`src/rtl/qk_score_stage_if.sv`:
```
// rtl/qk_score_stage_if.sv - element-serial Q/K input and score output handshake bundle
interface qk_score_stage_if #(
    parameter int DATA_W = 8,
    parameter int OUT_W  = 16,
    parameter int IDX_W  = 4
);
    logic                     q_valid;
    logic                     q_ready;
    logic signed [DATA_W-1:0] q_data;
    logic                     k_valid;
    logic                     k_ready;
    logic signed [DATA_W-1:0] k_data;
    logic                     s_valid;
    logic                     s_ready;
    logic signed [OUT_W-1:0]  s_data;
    logic [IDX_W-1:0]         s_idx;
    logic                     s_last;
    logic                     s_sat;

    modport slave (
        input  q_valid, q_data, k_valid, k_data, s_ready,
        output q_ready, k_ready, s_valid, s_data, s_idx, s_last, s_sat
    );

    modport master (
        output q_valid, q_data, k_valid, k_data, s_ready,
        input  q_ready, k_ready, s_valid, s_data, s_idx, s_last, s_sat
    );
endinterface

```
`src/rtl/qk_score_stage.sv`:
```
// rtl/qk_score_stage.sv - latches one query vector and emits one Q.K score per streamed key token
// Optional score saturation enabled by defining QK_SCORE_SAT_EN; otherwise the score wraps.
module qk_score_stage #(
    parameter int DATA_W = 8,
    parameter int KDIM   = 4,
    parameter int N_TOK  = 16,
    parameter int OUT_W  = 16,
    parameter int ACC_W  = 2*DATA_W + $clog2(KDIM)
) (
    input  logic                clk,
    input  logic                rst,
    qk_score_stage_if.slave     bus,
    output logic                busy
);
    localparam int KCNT_W = (KDIM  > 1) ? $clog2(KDIM)  : 1;
    localparam int IDX_W  = (N_TOK > 1) ? $clog2(N_TOK) : 1;
    localparam int PROD_W = 2*DATA_W;
    localparam logic [KCNT_W-1:0] K_LAST = KCNT_W'(KDIM - 1);
    localparam logic [IDX_W-1:0]  T_LAST = IDX_W'(N_TOK - 1);

    typedef enum logic [1:0] {
        LOAD_Q = 2'd0,
        ACC    = 2'd1,
        EMIT   = 2'd2
    } state_t;

    state_t                    r_state;
    logic signed [DATA_W-1:0]  r_q_reg [KDIM];
    logic [KCNT_W-1:0]         r_q_cnt;
    logic [KCNT_W-1:0]         r_k_cnt;
    logic [IDX_W-1:0]          r_tok_cnt;
    logic signed [ACC_W-1:0]   r_acc;
    logic                      r_q_ready;
    logic                      r_k_ready;
    logic                      r_s_valid;
    logic signed [OUT_W-1:0]   r_s_data;
    logic                      r_s_last;
    logic                      r_s_sat;

    logic signed [PROD_W-1:0]  w_prod;
    logic signed [ACC_W-1:0]   w_sum;
    logic signed [OUT_W-1:0]   w_score;
    logic                      w_clip;

    // Full-precision signed MAC; the sum including the current beat feeds both acc and the output.
    assign w_prod = PROD_W'(r_q_reg[r_k_cnt]) * PROD_W'(bus.k_data);
    assign w_sum  = r_acc + ACC_W'(w_prod);

    generate
        if (OUT_W >= ACC_W) begin : g_ext
            assign w_score = OUT_W'(w_sum);
            assign w_clip  = 1'b0;
        end else begin : g_conv
`ifdef QK_SCORE_SAT_EN
            localparam logic signed [ACC_W-1:0] MAX_V = ACC_W'((64'sd1 <<< (OUT_W-1)) - 64'sd1);
            localparam logic signed [ACC_W-1:0] MIN_V = -MAX_V - ACC_W'(1);
            logic w_hi;
            logic w_lo;
            assign w_hi    = (w_sum > MAX_V);
            assign w_lo    = (w_sum < MIN_V);
            assign w_clip  = w_hi | w_lo;
            assign w_score = w_hi ? MAX_V[OUT_W-1:0] :
                             w_lo ? MIN_V[OUT_W-1:0] : w_sum[OUT_W-1:0];
`else
            assign w_score = w_sum[OUT_W-1:0];
            assign w_clip  = 1'b0;
`endif
        end
    endgenerate

    always_ff @(posedge clk) begin
        if (rst) begin
            r_state   <= LOAD_Q;
            r_q_cnt   <= '0;
            r_k_cnt   <= '0;
            r_tok_cnt <= '0;
            r_acc     <= '0;
            r_q_ready <= 1'b0;
            r_k_ready <= 1'b0;
            r_s_valid <= 1'b0;
            r_s_data  <= '0;
            r_s_last  <= 1'b0;
            r_s_sat   <= 1'b0;
        end else begin
            unique case (r_state)
                LOAD_Q: begin
                    r_q_ready <= 1'b1;
                    if (bus.q_valid && r_q_ready) begin
                        r_q_reg[r_q_cnt] <= bus.q_data;
                        if (r_q_cnt == K_LAST) begin
                            r_q_cnt   <= '0;
                            r_k_cnt   <= '0;
                            r_tok_cnt <= '0;
                            r_acc     <= '0;
                            r_q_ready <= 1'b0;
                            r_k_ready <= 1'b1;
                            r_state   <= ACC;
                        end else begin
                            r_q_cnt <= r_q_cnt + KCNT_W'(1);
                        end
                    end
                end
                ACC: begin
                    if (bus.k_valid && r_k_ready) begin
                        r_acc <= w_sum;
                        if (r_k_cnt == K_LAST) begin
                            r_k_cnt   <= '0;
                            r_k_ready <= 1'b0;
                            r_s_valid <= 1'b1;
                            r_s_data  <= w_score;
                            r_s_sat   <= w_clip;
                            r_s_last  <= (r_tok_cnt == T_LAST);
                            r_state   <= EMIT;
                        end else begin
                            r_k_cnt <= r_k_cnt + KCNT_W'(1);
                        end
                    end
                end
                EMIT: begin
                    if (bus.s_ready && r_s_valid) begin
                        r_s_valid <= 1'b0;
                        r_s_last  <= 1'b0;
                        if (r_s_last) begin
                            r_q_cnt   <= '0;
                            r_q_ready <= 1'b1;
                            r_state   <= LOAD_Q;
                        end else begin
                            r_tok_cnt <= r_tok_cnt + IDX_W'(1);
                            r_acc     <= '0;
                            r_k_ready <= 1'b1;
                            r_state   <= ACC;
                        end
                    end
                end
                default: r_state <= LOAD_Q;
            endcase
        end
    end

    assign bus.q_ready = r_q_ready;
    assign bus.k_ready = r_k_ready;
    assign bus.s_valid = r_s_valid;
    assign bus.s_data  = r_s_data;
    assign bus.s_idx   = r_tok_cnt;
    assign bus.s_last  = r_s_last;
    assign bus.s_sat   = r_s_sat;
    assign busy        = !((r_state == LOAD_Q) && (r_q_cnt == '0));
endmodule

```
`src/flat_wrapper.sv`:
```
// flat-port wrapper written by rule: the top's interface ports become plain ports
module qk_score_stage_flat 
#(
    parameter int DATA_W = 8,
    parameter int KDIM   = 4,
    parameter int N_TOK  = 16,
    parameter int OUT_W  = 16,
    parameter int ACC_W  = 2*DATA_W + $clog2(KDIM)
)
  (clk, rst, busy, bus_q_valid, bus_q_data, bus_k_valid, bus_k_data, bus_s_ready, bus_q_ready, bus_k_ready, bus_s_valid, bus_s_data, bus_s_idx, bus_s_last, bus_s_sat);
  qk_score_stage_if #(.DATA_W(DATA_W), .OUT_W(OUT_W), .IDX_W((4))) bus_i ();
  input  logic clk;
  input  logic rst;
  output logic busy;
  input wire logic [$bits(bus_i.q_valid)-1:0] bus_q_valid;
  input wire logic [$bits(bus_i.q_data)-1:0] bus_q_data;
  input wire logic [$bits(bus_i.k_valid)-1:0] bus_k_valid;
  input wire logic [$bits(bus_i.k_data)-1:0] bus_k_data;
  input wire logic [$bits(bus_i.s_ready)-1:0] bus_s_ready;
  output wire logic [$bits(bus_i.q_ready)-1:0] bus_q_ready;
  output wire logic [$bits(bus_i.k_ready)-1:0] bus_k_ready;
  output wire logic [$bits(bus_i.s_valid)-1:0] bus_s_valid;
  output wire logic [$bits(bus_i.s_data)-1:0] bus_s_data;
  output wire logic [$bits(bus_i.s_idx)-1:0] bus_s_idx;
  output wire logic [$bits(bus_i.s_last)-1:0] bus_s_last;
  output wire logic [$bits(bus_i.s_sat)-1:0] bus_s_sat;
  assign bus_i.q_valid = bus_q_valid;
  assign bus_i.q_data = bus_q_data;
  assign bus_i.k_valid = bus_k_valid;
  assign bus_i.k_data = bus_k_data;
  assign bus_i.s_ready = bus_s_ready;
  assign bus_q_ready = bus_i.q_ready;
  assign bus_k_ready = bus_i.k_ready;
  assign bus_s_valid = bus_i.s_valid;
  assign bus_s_data = bus_i.s_data;
  assign bus_s_idx = bus_i.s_idx;
  assign bus_s_last = bus_i.s_last;
  assign bus_s_sat = bus_i.s_sat;
  qk_score_stage #(.DATA_W(DATA_W), .KDIM(KDIM), .N_TOK(N_TOK), .OUT_W(OUT_W), .ACC_W(ACC_W)) u_core (.clk(clk), .rst(rst), .bus(bus_i), .busy(busy));
endmodule
```
`config.mk`:
```
export PLATFORM = sky130hd
export DESIGN_NAME = qk_score_stage_flat
export DESIGN_NICKNAME = d
export VERILOG_FILES = /design/src/rtl/qk_score_stage_if.sv /design/src/rtl/qk_score_stage.sv /design/src/flat_wrapper.sv
export SDC_FILE = /design/constraint.sdc
export NUM_CORES = 1
export LEC_CHECK = 0
export ABC_CLOCK_PERIOD_IN_PS = 7000
export CORE_UTILIZATION = 35
export CTS_BUF_LIST = sky130_fd_sc_hd__clkbuf_2 sky130_fd_sc_hd__clkbuf_4 sky130_fd_sc_hd__clkbuf_8
export DETAILED_ROUTE_END_ITERATION = 8
export GPL_ROUTABILITY_DRIVEN = 0
export PLACE_DENSITY_LB_ADDON = 0.05
export SLEW_MARGIN = 40
export SYNTH_ARGS = -nofsm -noshare
export SYNTH_HDL_FRONTEND = slang
export SYNTH_SLANG_ARGS = --single-unit
```
`constraint.sdc`:
```
create_clock -name clk -period 7 [get_ports clk]
set_clock_uncertainty 0.1 [all_clocks]
set_input_delay 1.05 -clock clk [delete_from_list [all_inputs] [get_ports clk]]
set_output_delay 1.05 -clock clk [all_outputs]
set_load 0.01 [all_outputs]
```
==> flow_metrics.py, run 1 <==
metrics = {
    "clock_tree": {
        "cts-root-buf": "clkbuf_8",
        "post_cts_buffers": 0,
        "insertion_delay_ns": 0.36,
        "cts_max_level": 3,
        "path_clk_slew_ns": 0.09,
        "cts_buffers": 9,
        "holdBufCountCts": 0,
        "cts_tree": "yes",
        "clockBufferDepth": 2,
        "cts_resized": 0,
        "cts.sinks": 80,
    },
    "sta": {
        "hold_ws_ns": 0.363,
        "hold_viol": 0,
        "fin_tns_setup_ns": 0,
        "setup_viol": 0,
        "tightest_slew_ns": 0.588,
        "max_freq_mhz": 162,
        "rsz0062_at_grt": "false",
        "maxSlewViolCount": 0,
        "slew_headroom_pct": 60.4,
        "period_minus_slack_ns": 6.16,
        "setup_slack_ns": 0.839,
        "period_share_pct": 88.0,
    },
    "logic_synthesis": {
        "synth_cells": 561,
        "synth_top_area_share_pct": 23.7,
        "synth_cell_types": 55,
        "synth-seq-area-share_pct": 32.0,
        "synth_area_per_cell_um2": 10.7,
        "synth_warnings": 0,
        "syn_area_mm2": 0.00600,
        "ys_ff_latch": 80,
        "ys_top_cells_by_area": "fa_1 (24%), dfxtp_1 (16%), edfxtp_1 (16%)",
        "async_reset_ff_share_pct": 0,
        "ys.flop_type": "dfxtp_1",
        "synth_nets": 696,
        "synth_edf_count": 32,
        "post-synth-top-area-cell": "fa_1",
    },
    "routing": {
        "routed_wirelength_um": 13400,
        "drt-pass1-iter-count": 4,
        "ant_nets": 0,
        "via_per_inst": 4.84,
        "route.detailed.drc": 0,
        "num_vias": 4021,
        "wl_per_cell_um": 16.2,
        "drt_iter0_markers": 184,
    },
    "critical_path": {
        "worst_path_most_repeated_cell": "fa_1",
        "criticalPathCategory": "reg -> reg",
        "crit_path_top_delay_cell": "mux4_2",
        "cp_max_fo": 8,
        "crit_family": "adder cells",
        "endpoint_kind": "register",
        "ff2ff_setup_slack_ns": 0.84,
        "worst-path-buf-inv": 3,
        "cp.required_ns": 7.15,
        "cp.arrival_ns": 6.31,
        "slowest_delay_ns": 0.72,
        "crit_path_start_kind": "register",
        "worstPathCellList": "mux4_2 -> nand2_1 -> inv_1 -> fa_1 -> inv_1 -> fa_1 -> inv_1 -> fa_1 -> fa_1 -> ha_1 -> ha_1 -> a21o_1 -> a21o_1 -> a21oi_1 -> o21ai_0 -> xnor2_1 -> a22o_1",
    },
    "finish": {
        "mostFrequentLayoutCells": "inv_1 (78), fa_1 (71), nand2_1 (55), dfxtp_1 (48), clkdlybuf4s50_1 (45)",
        "final_area_mm2": 0.00687,
        "layout-drive-gt1-share_pct": 6.39,
        "mostFrequentLayoutCell": "inv_1",
        "nets": 740,
        "antenna_cells": 0,
        "largest_reg_flops": 32,
        "syn2layout_area_growth_pct": 14.5,
    },
    "power": {
        "p_leak_uw": 0.00283,
        "irDropWorstVdd_v": 0.000157,
        "pwr_density_cell_mw_per_mm2": 232,
    },
    "floorplanning": {
        "initial_utilization_pct": 36.0,
        "ioPinCount": 47,
        "fp.dieH_um": 133,
        "core_mm2": 0.0166,
        "rows": 47,
        "die_w_um": 133,
        "die_area_mm2": 0.0177,
    },
    "worst_hold_path": {
        "min_path_type": "reg -> reg",
    },
    "place": {
        "place_ws_ns": 0.569,
        "io_buffers": 45,
        "place_area_mm2": 0.00667,
        "hpwlAfterDp_um": 10700,
    },
    "global_routing": {
        "grt_pass1_wl_um": 22500,
        "grt_max_degree": 40,
        "antenna_found_initial": 1,
        "grt_pass1_vias": 4176,
        "overflow": 0,
        "grt_usage_pct": 16.5,
    },
    "run_status": {
        "status": "finished clean",
    },
    "job": {
        "drv_cap": 0,
    },
}
==> logic make-up after synthesis <==
kind of cell	after synthesis	synth area share, %
compound gates	75	8.84
xor+xnor	23	3.36
fa+ha+maj	114	32.7
buf+inv	93	6.15
flops	80	32.0
mux	10	3.34
other cells	1	0.0625
simple gates	165	13.5
==> Yosys cell counts, drive strengths merged (2+ instances only) <==
library cell	count
inv	78
fa	71
nand2	56
dfxtp	48
ha	43
and2	38
nor2	36
edfxtp	32
a21oi	29
xnor2	19
a22oi	11
o21ai	9
clkbuf	8
mux4	8
nand3	8
nor3	7
buf	6
a21o	5
nand4	5
nand2b	4
nor2b	4
xor2	4
a211oi	3
a22o	3
o21a	3
o21bai	3
a41oi	2
and3	2
mux2i	2
==> layout make-up <==
cell class	instances	area (um^2)
clock buffers	9	124
clock inverters	7	77.6
fillers	1622	9770
inverters	79	297
multi-input cells	388	3710
flip-flops and latches	80	1920
well taps	220	275
repair buffers	47	465
==> worst reg2reg max path: stages, from the launching register on <==
cell and delay, ns:
dfxtp_1 0.68, mux4_2 0.72, nand2_1 0.22, inv_1 0.08, fa_1 0.64, inv_1 0.19
fa_1 0.56, inv_1 0.06, fa_1 0.51, fa_1 0.52, ha_1 0.32, ha_1 0.37
a21o_1 0.21, a21o_1 0.17, a21oi_1 0.18, o21ai_0 0.14, xnor2_1 0.17, a22o_1 0.24
==> power breakdown <==
group	internal (uW)	leakage, uW	total [uW]	switching, uW
clock	168	0.0000968	351	183
combinational	324	0.00206	754	430
sequential	487	0.000676	489	1.89
==> final timing paths <==
path	start	endpoint	cells after the start
hold / removal	u_core.bus.s_data[2]$_SDFFE_PP0P_	u_core.bus.s_data[2]$_SDFFE_PP0P_	2
setup / recovery	register	u_core.r_acc[15]$_SDFFE_PP0P_	17
hold reg to reg	u_core.bus.s_data[2]$_SDFFE_PP0P_	u_core.bus.s_data[2]$_SDFFE_PP0P_	2
setup reg to reg	register	u_core.r_acc[15]$_SDFFE_PP0P_	17
==> layer usage <==
| metal | part of all wire [%] | global-route usage (%) |
|---|---|---|
| met5 | 0 | 0 |
| met4 | 1.2 | 4.21 |
| met3 | 3.3 | 2.34 |
| met2 | 47 | 26.2 |
| met1 | 49 | 23.6 |
==> through the flow <==
step	util, %	instances	power (uW)
after floorplan	-	561	1070
after global placement	40.1	814	1260
after detailed placement	40.1	814	1260
after CTS	41.3	830	1620
after global routing	41.3	830	1740
final	41.3	830	1590
(Power assumes the default switching activity.)
==> run 2, diff against run 1 <==
- CORE_UTILIZATION: 35 -> 40
==> flow_metrics.py, run 2 (same netlist as run 1, synthesis figures left out) <==
metrics = {
    "sta": {
        "hold_viol": 0,
        "fin_tns_setup_ns": 0,
        "period_share_pct": 86.4,
        "setup_viol": 0,
        "hold_ws_ns": 0.358,
        "slew_headroom_pct": 60.3,
        "tightest_slew_ns": 0.594,
        "rsz0062_at_grt": "false",
        "max_freq_mhz": 165,
        "maxSlewViolCount": 0,
        "period_minus_slack_ns": 6.05,
    },
    "power": {
        "p_seq_share_pct": 31.4,
        "swShare_pct": 39.4,
        "power.switching_uw": 613,
        "pwr_density_cell_mw_per_mm2": 229,
        "irDropWorstVdd_v": 0.000126,
        "p_comb_share_pct": 48.5,
        "p_leak_uw": 0.00282,
        "p_clk_share_pct": 20.1,
        "p_int_uw": 943,
    },
    "clock_tree": {
        "cts-root-buf": "clkbuf_8",
        "cts_max_level": 3,
        "cts_buffers": 9,
        "cts_resized": 0,
        "cts.sinks": 80,
        "insertion_delay_ns": 0.36,
        "holdBufCountCts": 0,
        "clockBufferDepth": 2,
        "cts_tree": "yes",
        "post_cts_buffers": 0,
        "path_clk_slew_ns": 0.08,
    },
    "floorplanning": {
        "ioPinCount": 47,
        "die_area_mm2": 0.0155,
        "fp.dieH_um": 124,
        "rows": 44,
        "initial_utilization_pct": 41.1,
        "core_mm2": 0.0146,
        "die_w_um": 124,
    },
    "worst_hold_path": {
        "min_path_type": "reg -> reg",
    },
    "job": {
        "drv_cap": 0,
    },
    "routing": {
        "ant_nets": 0,
        "num_vias": 4034,
        "wl_per_cell_um": 16.1,
        "drt-pass1-iter-count": 4,
        "drt_iter0_markers": 181,
        "routed_wirelength_um": 12800,
        "via_per_inst": 5.08,
        "route.detailed.drc": 0,
    },
    "finish": {
        "syn2layout_area_growth_pct": 13.4,
        "largest_reg_flops": 32,
        "layout-drive-gt1-share_pct": 6.39,
        "antenna_cells": 0,
        "mostFrequentLayoutCell": "inv_1",
        "mostFrequentLayoutCells": "inv_1 (78), fa_1 (71), nand2_1 (55), dfxtp_1 (48), clkdlybuf4s50_1 (45)",
        "nets": 740,
    },
    "place": {
        "hpwlAfterDp_um": 10200,
        "io_buffers": 45,
    },
    "critical_path": {
        "criticalPathCategory": "reg -> reg",
        "cp.required_ns": 7.15,
        "endpoint_kind": "register",
        "crit_path_start_kind": "register",
        "cp_max_fo": 8,
        "cp.arrival_ns": 6.20,
    },
    "global_routing": {
        "overflow": 0,
        "antenna_found_initial": 0,
        "grt_pass1_vias": 4374,
        "grtUsageMet2_pct": 29.4,
        "grt_usage_pct": 18.3,
        "grt_max_degree": 40,
        "use_met3_pct": 3.09,
        "grt_util_met1_pct": 25.3,
        "grt_pass1_wl_um": 22400,
        "grt.busiest_layer": "met2",
    },
    "run_status": {
        "status": "finished clean",
    },
}
[run 2: changes by cell type in the layout (fill, tap and decap cells not counted), sizes merged]
cell / change
bufinv: -1
clkinvlp: +1
[run 2: cell type report]
cell class | instances | area, um^2
Clock buffer | 9 | 124
Clock inverter | 7 | 55.1
Fill cell | 1395 | 7790
Inverter | 79 | 297
Multi-Input combinational cell | 388 | 3710
Sequential cell | 80 | 1920
Tap cell | 184 | 230
Timing Repair Buffer | 47 | 465
[run 2: path summary, 6_finish.rpt]
kind / end / start / depth (start not counted) / slack (ns)
worst max-delay path: u_core.r_acc[15]$_SDFFE_PP0P_ / register / 17 / 0.95
worst min-delay path: u_core.bus.s_data[0]$_SDFFE_PP0P_ / u_core.bus.s_data[0]$_SDFFE_PP0P_ / 2 / 0.36
worst max register to register: u_core.r_acc[15]$_SDFFE_PP0P_ / register / 17 / 0.95
worst min register to register: u_core.bus.s_data[0]$_SDFFE_PP0P_ / u_core.bus.s_data[0]$_SDFFE_PP0P_ / 2 / 0.36
[run 2: metal layers]
| layer | part of all wire, % | vias up |
|---|---|---|
| li1 | - | 1929 |
| met1 | 49 | 2042 |
| met2 | 47 | 50 |
| met3 | 2.5 | 13 |
| met4 | 1.4 | 0 |
| met5 | 0 | - |
[run 2: power by group through the flow]
stage / registers (uW) / clock network [uW] / logic [uW]
finish: 489 / 313 / 755
global route: 489 / 341 / 871
CTS: 489 / 321 / 764
detailed placement: 499 / 0 / 757
global placement: 499 / 0 / 752
floorplan: 499 / 0 / 573
[run 2: critical path, stage by stage (launching register included)]
cell	delay, ns
dfxtp_1	0.66
mux4_2	0.71
nand2_1	0.21
inv_1	0.07
fa_1	0.62
inv_1	0.17
fa_1	0.57
inv_1	0.06
fa_1	0.50
fa_1	0.50
ha_1	0.31
ha_1	0.38
a21o_1	0.21
a21o_1	0.17
a21oi_1	0.15
o21ai_0	0.12
xnor2_1	0.16
a22o_1	0.23
[run 2: metrics by stage]
step	area (um^2)	instances	worst slack (ns)	power [uW]	util, %
finish	6800	794	0.954	1560	46.6
global placement	6620	778	0.579	1250	45.4
detailed placement	6620	778	0.594	1260	45.4
global route	6800	794	0.498	1700	46.6
CTS	6800	794	0.846	1570	46.6
floorplan	6000	561	1.43	1070	-
==> run 3, diff against run 2 <==
- ABC_CLOCK_PERIOD_IN_PS: 7000 -> default
==> results of run 3 <==
Final layout, timing and power as in run 2 (identical DEF).
